File: config.mk
export PLATFORM = sky130hd
export DESIGN_NAME = isqrt_seq_flat
export DESIGN_NICKNAME = d
export VERILOG_FILES = /design/src/rtl/isqrt_seq_if.sv /design/src/rtl/isqrt_seq.sv /design/src/flat_wrapper.sv
export SDC_FILE = /design/constraint.sdc
export NUM_CORES = 1
export LEC_CHECK = 0
export CORE_ASPECT_RATIO = 0.5
export CORE_MARGIN = 5
export CORE_UTILIZATION = 40
export CTS_CLUSTER_DIAMETER = 80
export DETAILED_ROUTE_END_ITERATION = 6
export MAX_ROUTING_LAYER = met4
export PLACE_DENSITY = 0.67
export RECOVER_POWER = 25
export REMOVE_ABC_BUFFERS = 1
export SETUP_SLACK_MARGIN = 0.2
export SLEW_MARGIN = 20
export SYNTH_ARGS = -nofsm -noshare
export SYNTH_HDL_FRONTEND = slang
export SYNTH_SLANG_ARGS = --single-unit
File: constraint.sdc
create_clock -name clk -period 2.6 [get_ports clk]
set_clock_uncertainty 0.05 [all_clocks]
set_input_delay 0.78 -clock clk [delete_from_list [all_inputs] [get_ports clk]]
set_output_delay 0.78 -clock clk [all_outputs]
set_load 0.02 [all_outputs]
File: src/rtl/isqrt_seq_if.sv
// Valid/ready bus for the sequential integer square-root unit.
// master = radicand producer / result consumer; slave = the root unit.
interface isqrt_seq_if #(
  parameter int unsigned W = 6
);
  localparam int unsigned HW = W / 2;

  logic          in_valid;
  logic          in_ready;
  logic [W-1:0]  in_x;
  logic          out_valid;
  logic          out_ready;
  logic [HW-1:0] out_root;
  logic [HW:0]   out_rem;

  modport master (
    output in_valid, in_x, out_ready,
    input  in_ready, out_valid, out_root, out_rem
  );

  modport slave (
    input  in_valid, in_x, out_ready,
    output in_ready, out_valid, out_root, out_rem
  );
endinterface

File: src/rtl/isqrt_seq.sv
// Sequential restoring integer square root: one root bit per clock,
// returns floor(sqrt(x)) and x - root^2 over a valid/ready bus.
module isqrt_seq #(
  parameter int unsigned W = 6
) (
  input logic        clk,
  input logic        rst_n,
  isqrt_seq_if.slave bus
);
  localparam int unsigned HW = W / 2;
  localparam int unsigned RW = HW + 2;
  localparam int unsigned CW = (HW > 1) ? $clog2(HW) : 1;

  if ((W < 2) || ((W % 2) != 0)) begin : g_bad_w
    $error("isqrt_seq: W must be even and >= 2");
  end

  typedef enum logic [1:0] {IDLE, CALC, DONE} state_t;

  state_t        state_q, state_d;
  logic [W-1:0]  x_q, x_d;
  logic [RW-1:0] rem_q, rem_d;
  logic [HW-1:0] root_q, root_d;
  logic [CW-1:0] cnt_q, cnt_d;
  logic [HW-1:0] out_root_q, out_root_d;
  logic [HW:0]   out_rem_q, out_rem_d;
  logic          in_ready_q, in_ready_d;
  logic          out_valid_q, out_valid_d;
  logic [RW-1:0] rem_t;
  logic [RW-1:0] trial;

  always_ff @(posedge clk or negedge rst_n) begin
    if (!rst_n) begin
      state_q     <= IDLE;
      x_q         <= '0;
      rem_q       <= '0;
      root_q      <= '0;
      cnt_q       <= '0;
      out_root_q  <= '0;
      out_rem_q   <= '0;
      in_ready_q  <= 1'b0;
      out_valid_q <= 1'b0;
    end else begin
      state_q     <= state_d;
      x_q         <= x_d;
      rem_q       <= rem_d;
      root_q      <= root_d;
      cnt_q       <= cnt_d;
      out_root_q  <= out_root_d;
      out_rem_q   <= out_rem_d;
      in_ready_q  <= in_ready_d;
      out_valid_q <= out_valid_d;
    end
  end

  always_comb begin
    state_d    = state_q;
    x_d        = x_q;
    rem_d      = rem_q;
    root_d     = root_q;
    cnt_d      = cnt_q;
    out_root_d = out_root_q;
    out_rem_d  = out_rem_q;
    // Partial remainder never exceeds 2*root, so its top two bits are free to drop.
    rem_t      = {rem_q[RW-3:0], x_q[W-1:W-2]};
    trial      = {root_q, 2'b01};

    unique case (state_q)
      IDLE: begin
        if (bus.in_valid && in_ready_q) begin
          x_d     = bus.in_x;
          rem_d   = '0;
          root_d  = '0;
          cnt_d   = CW'(HW - 1);
          state_d = CALC;
        end
      end
      CALC: begin
        x_d = x_q << 2;
        if (rem_t >= trial) begin
          rem_d  = rem_t - trial;
          root_d = HW'({root_q, 1'b1});
        end else begin
          rem_d  = rem_t;
          root_d = HW'({root_q, 1'b0});
        end
        if (cnt_q == '0) begin
          out_root_d = root_d;
          out_rem_d  = rem_d[RW-2:0];
          state_d    = DONE;
        end else begin
          cnt_d = cnt_q - CW'(1);
        end
      end
      DONE: begin
        if (bus.out_ready) begin
          state_d = IDLE;
        end
      end
      default: state_d = IDLE;
    endcase

    in_ready_d  = (state_d == IDLE);
    out_valid_d = (state_d == DONE);
  end

  assign bus.in_ready  = in_ready_q;
  assign bus.out_valid = out_valid_q;
  assign bus.out_root  = out_root_q;
  assign bus.out_rem   = out_rem_q;
endmodule
File: src/flat_wrapper.sv
// flat-port wrapper written by rule: the top's interface ports become plain ports
module isqrt_seq_flat 
#(
  parameter int unsigned W = 6
)
  (clk, rst_n, bus_in_valid, bus_in_x, bus_out_ready, bus_in_ready, bus_out_valid, bus_out_root, bus_out_rem);
  isqrt_seq_if #(.W(W)) bus_i ();
  input logic clk;
  input logic rst_n;
  input wire logic [$bits(bus_i.in_valid)-1:0] bus_in_valid;
  input wire logic [$bits(bus_i.in_x)-1:0] bus_in_x;
  input wire logic [$bits(bus_i.out_ready)-1:0] bus_out_ready;
  output wire logic [$bits(bus_i.in_ready)-1:0] bus_in_ready;
  output wire logic [$bits(bus_i.out_valid)-1:0] bus_out_valid;
  output wire logic [$bits(bus_i.out_root)-1:0] bus_out_root;
  output wire logic [$bits(bus_i.out_rem)-1:0] bus_out_rem;
  assign bus_i.in_valid = bus_in_valid;
  assign bus_i.in_x = bus_in_x;
  assign bus_i.out_ready = bus_out_ready;
  assign bus_in_ready = bus_i.in_ready;
  assign bus_out_valid = bus_i.out_valid;
  assign bus_out_root = bus_i.out_root;
  assign bus_out_rem = bus_i.out_rem;
  isqrt_seq #(.W(W)) u_core (.clk(clk), .rst_n(rst_n), .bus(bus_i));
endmodule
# ---- Word level (Yosys, flattened, before mapping)
# Cells that the tools add are included.
dict set report classes {
  n_addsub 2
  n_mul 0
  div 0
  n_lt_le_gt_ge 1
  n_eq_ne 5
  shifts 0
  mux 15
  bitwise_logic 0
  n_reduce_logical 8
}
# cell count
set op_table {}
lappend op_table {{one-hot mux 3 bit (2 select lines)} 2}
lappend op_table {{one-hot mux 6 bit (2 select lines)} 1}
lappend op_table {{2-to-1 mux 2 bit} 5}
lappend op_table {{logical NOT 2 bit} 3}
lappend op_table {{2-to-1 mux 3 bit} 2}
lappend op_table {{2-to-1 mux 6 bit} 1}
lappend op_table {{one-hot mux 2 bit (3 select lines)} 1}
lappend op_table {{greater-or-equal comparator 5 bit} 1}
lappend op_table {{== test 2 bit, second input constant} 2}
lappend op_table {{2-to-1 mux 4 bit} 1}
lappend op_table {{one-hot mux 2 bit (2 select lines)} 1}
lappend op_table {{AND reduction 2 bit} 2}
lappend op_table {{subtractor 4 bit} 1}
lappend op_table {{AND reduction 3 bit} 1}
lappend op_table {{== test 2 x 1 -> 1 bit, second input constant} 1}
lappend op_table {{inequality test 2 x 1 -> 1 bit, second input constant} 1}
lappend op_table {{inequality test 2 bit, second input constant} 1}
lappend op_table {{nonzero test 2 bit} 1}
lappend op_table {{subtractor 2 x 1 -> 2 bit, second input constant} 1}
lappend op_table {{logical AND 1 bit} 1}
lappend op_table {{2-to-1 mux 1 bit} 1}
dict set report word_totals {
  regBits 25
  latch_bits 0
  ram_bits 0
  rom_bits 0
  input_bits 10
  out_inout_bits 9
  elab_cells 40
  mem_count 0
}

# ---- Logic depth before layout (Yosys ltp)
dict set report logic_depth {
  depth_word 4
  depth_mapped 7
  mapped_depth_nobuf 7
}

# ---- Worst setup path after synthesis
# Ideal clock, no wire load.
dict set report synth_timing {
  path_type {register -> register}
  startpoint {reg u_core.x_q[4]}
  endpoint {reg u_core.rem_q[1]}
  setup_time_ps 83
  arrival_time_ps 1737
  required_time_ps 2467
  slack_ps 730
  path_stages_with_launch 7
  n_path_buf 0
  synth_period_minus_slack_ps 1870
  path_cell_list {dfrtp_1 > ha_1 > nor4_2 > o21bai_2 > a21oi_4 > mux2_2 > o21ai_0}
}
dict set report synth_between {
  elab_chain_len 3
  elab_cells_between_ends 4
  classes_between {1 x add/sub; 1 x order compare; 2 x mux}
}
# element line
set synth_rtl {}
lappend synth_rtl {{start: declaration} isqrt_seq.sv:21} ;# logic [W-1:0] x_q, x_d;
lappend synth_rtl {{start signal: assignment} isqrt_seq.sv:35} ;# x_q <= '0;
lappend synth_rtl {{start signal: assignment} isqrt_seq.sv:45} ;# x_q <= x_d;
lappend synth_rtl {{subtractor 4 bit / greater-or-equal comparator 5 bit (equally long branches)} {isqrt_seq.sv:81, isqrt_seq.sv:80}}
lappend synth_rtl {{2-to-1 mux 4 bit *} isqrt_seq.sv:80} ;# if (rem_t >= trial) begin
lappend synth_rtl {{one-hot mux 3 bit (2 select lines) *} isqrt_seq.sv:68} ;# unique case (state_q)
lappend synth_rtl {{end signal: assignment} isqrt_seq.sv:46} ;# rem_q <= rem_d;
lappend synth_rtl {{end: declaration} isqrt_seq.sv:22} ;# logic [RW-1:0] rem_q, rem_d;
# Mark *: on every way between the ends. The rest lies on a longest branch, timed or not.
# A chain may end at the register's enable or synchronous reset.

# ---- Worst setup path after layout
dict set report layout_timing {
  startpoint {reg u_core.in_ready_q (netlist: u_core.bus.in_ready)}
  endpoint {out bus_in_ready}
}
# element line
set layout_lines {}
lappend layout_lines {{start: declaration} isqrt_seq.sv:27} ;# logic in_ready_q, in_ready_d;
lappend layout_lines {{start signal: assignment} isqrt_seq.sv:51} ;# in_ready_q <= in_ready_d;
lappend layout_lines {{end: declaration} flat_wrapper.sv:13} ;# output wire logic [$bits(bus_i.in_ready)-1:0] bus_in_ready;
# No word-level cell between the ends.

==> impl_metrics.toml <==
[outcome]
outcome = "finished clean"

[grt]
use_met1_pct = 14.5
globalRouteOverflowTotal = 0
use_met2_pct = 21.0
grt_max_degree = 26
grt_use_met3_pct = 3.04
busiest_layer = "met2"
antenna_found_initial = 0
grt_pass1_vias = 802
grt_pass1_wl_mm = 3.68
grt_usage_pct = 12.1

[min_path]
hold_depth = 2
holdCritStartpoint = "u_core.bus.out_root[0]$_DFFE_PN0P_"
hp-class = "register to register"
whs_endpoint = "u_core.bus.out_root[0]$_DFFE_PN0P_"

[logic_synthesis]
ys_warn_count = 0
synth_area_leaders = "dfrtp_1, o21ai_0, ha_1"
netlist_instances = 112
synth_area_mm2 = 0.00117
yosysTopAreaCell = "dfrtp_1"
avgSynthCellArea_um2 = 10.4
synth.distinct_cells = 24
ys_seq_elements = 25
netlist.area_leader.share_pct = 53.6
synth.yosys.seq_area_share_pct = 53.6

[place]
place_ws_ps = 307
dp_hpwl_mm = 1.65
gp_congestion = 0.756
port-buffer-count = 18

[clocking]
post-cts-setup-buffers = 0
cts_tree = "built"
path_clk_slew_ps = 90
clock_latency_ps = 270
root_buffer = "clkbuf_8"
clock_path_buffers = 2
clock_sinks = 25
cts_buffers = 3
ctsHoldBuffers = 0
htree_levels = 1
cts_repair_resize_count = 0

[timing]
finalSetupViolCount = 0
setup-tns-final_ps = 0
worstMarginPinSlew_ps = 527
hold_viol_final = 0
hold_ws_ps = 432
finalWorstSetupSlack_ps = 493
fin_crit_sh_pct = 81.1
maxSlewHeadroom_pct = 64.7
final-max-slew-violation-count = 0
rsz0062_at_grt = "no"
max_freq_mhz = 475
min_period_ps = 2110

[die]
die-area_mm2 = 0.00416
core_area_mm2 = 0.00268
start_util_pct = 43.4
die_y_um = 48.2
io_pins = 19
std_cell_rows = 13
die_w_um = 86.4

[detailed_routing]
finalWirelength_mm = 2.18
route.detailed.drc = 0
dr.pass1.iters = 4
drtAntennaViolNets = 0
routed_via_density = 4.80
num_vias = 811
first_iter_violations = 17
wl_per_cell_um = 12.9

[setup_path]
ff2ff_path_depth = 6
r2r-start = "u_core.x_q[4]$_DFFE_PN0P_"
path_class = "register to output port"
crit_path_start_kind = "register"
path_buf_inv = 1
worstPathRequired_ps = 1770
crit_path_max_fanout = 3
slowest_delay_ps = 610
r2r_end = "u_core.rem_q[1]$_DFFE_PN0P_"
critPathArrivalTime_ps = 1280
crit_family = "buffers and inverters"
path_cells = "clkdlybuf4s50_1"
regToRegSetupSlack_ps = 530
end_kind = "output port"
critical-path-slowest-cell = "clkdlybuf4s50_1"

[cells_and_area]
diodes = 0
drive_above_1_share_pct = 9.85
final_common_cell = "dfrtp_1"
nets = 149
area_growth_pct = 23.3
final_cell_mix = "dfrtp_1, o21ai_0, clkdlybuf4s50_1"

[power]
leakage_nw = 0.666
ir_drop_mv = 0.723
power_density_mw_per_mm2 = 1300

[run]
cap_violations = 0
## cells by family after synthesis
| group | after synthesis | synth area share (%) |
|---|---|---|
| AO/OA/AOI/OAI | 26 | 13.4 |
| XOR/XNOR | 3 | 2.25 |
| adder cells (fa/ha/maj) | 6 | 6.44 |
| buffers and inverters | 11 | 3.65 |
| flip-flops | 25 | 53.6 |
| multiplexers | 8 | 7.08 |
| AND/OR/NAND/NOR | 33 | 13.5 |
## how the worst max path moves through the flow
stage	from	to	slack (ps)	cells after the start
floorplan	u_core.x_q[4]$_DFFE_PN0P_	u_core.bus.out_rem[1]$_DFFE_PN0P_	730	6
global placement	bus_in_valid	u_core.cnt_q[1]$_DFFE_PN0P_	380	6
detailed placement	bus_in_valid	u_core.cnt_q[1]$_DFFE_PN0P_	310	6
CTS	u_core.bus.in_ready$_DFF_PN0_	bus_in_ready	480	1
global route	u_core.x_q[5]$_DFFE_PN0P_	u_core.rem_q[1]$_DFFE_PN0P_	400	7
finish	u_core.bus.in_ready$_DFF_PN0_	bus_in_ready	490	1
## final cells by class
class | count | area, µm²
Multi-Input combinational cell | 76 | 498
Clock inverter | 1 | 5.00
Clock buffer | 3 | 41.3
Fill cell | 244 | 1250
Timing Repair Buffer | 20 | 195
Sequential cell | 25 | 626
Inverter | 7 | 26.3
Tap cell | 37 | 46.3
## cells in the mapped netlist, drive strengths merged
cell type and instances:
nor2b 1, ha 6, o21a 1, clkbuf 3, buf 1, o21ai 19
nor2 4, nand2b 3, nand2 16, mux2 2, a22o 1, a31oi 1
nand3b 1, or3 1, dfrtp 25, mux2i 6, o21bai 1, or2 1
nor4 1, nand3 5, inv 7, xnor2 3, a21oi 3
## layer usage
metal	wire, µm	part of all wire (%)
met4	14	0.64
met2	1040	48
met3	76	3.5
met5	0	0
met1	1050	48
## per-stage QoR
stage | util (%) | power, mW | instances | cell area [µm²]
after floorplan | - | 1.33 | 108 | 1150
after global placement | 51.8 | 1.62 | 165 | 1390
after detailed placement | 51.8 | 1.65 | 165 | 1390
after CTS | 53.6 | 1.89 | 169 | 1440
after global routing | 53.6 | 2.02 | 169 | 1440
final | 53.6 | 1.87 | 169 | 1440
## worst reg2reg max path: stages (launching register included)
cell	delay (ps)
dfrtp_1	460
ha_1	240
nor4_2	300
o21bai_2	130
a21oi_4	270
mux2_2	380
o21ai_0	160
## power by group
| group | total, mW | leakage, nW | internal [mW] | switching [mW] |
|---|---|---|---|---|
| Clock | 0.235 | 0.0255 | 0.107 | 0.127 |
| Combinational | 0.969 | 0.322 | 0.451 | 0.519 |
| Sequential | 0.663 | 0.319 | 0.551 | 0.111 |
## registers in the layout (all words and copies together), names as in the netlist
name and flops:
u_core.bus.in_ready 1, u_core.state_q 2, u_core.root_q 3, u_core.rem_q 3, u_core.bus.out_valid 1, u_core.cnt_q 2
u_core.bus.out_root 3, u_core.x_q 6, u_core.bus.out_rem 4
No activity file was read; power rests on OpenSTA's default activity.
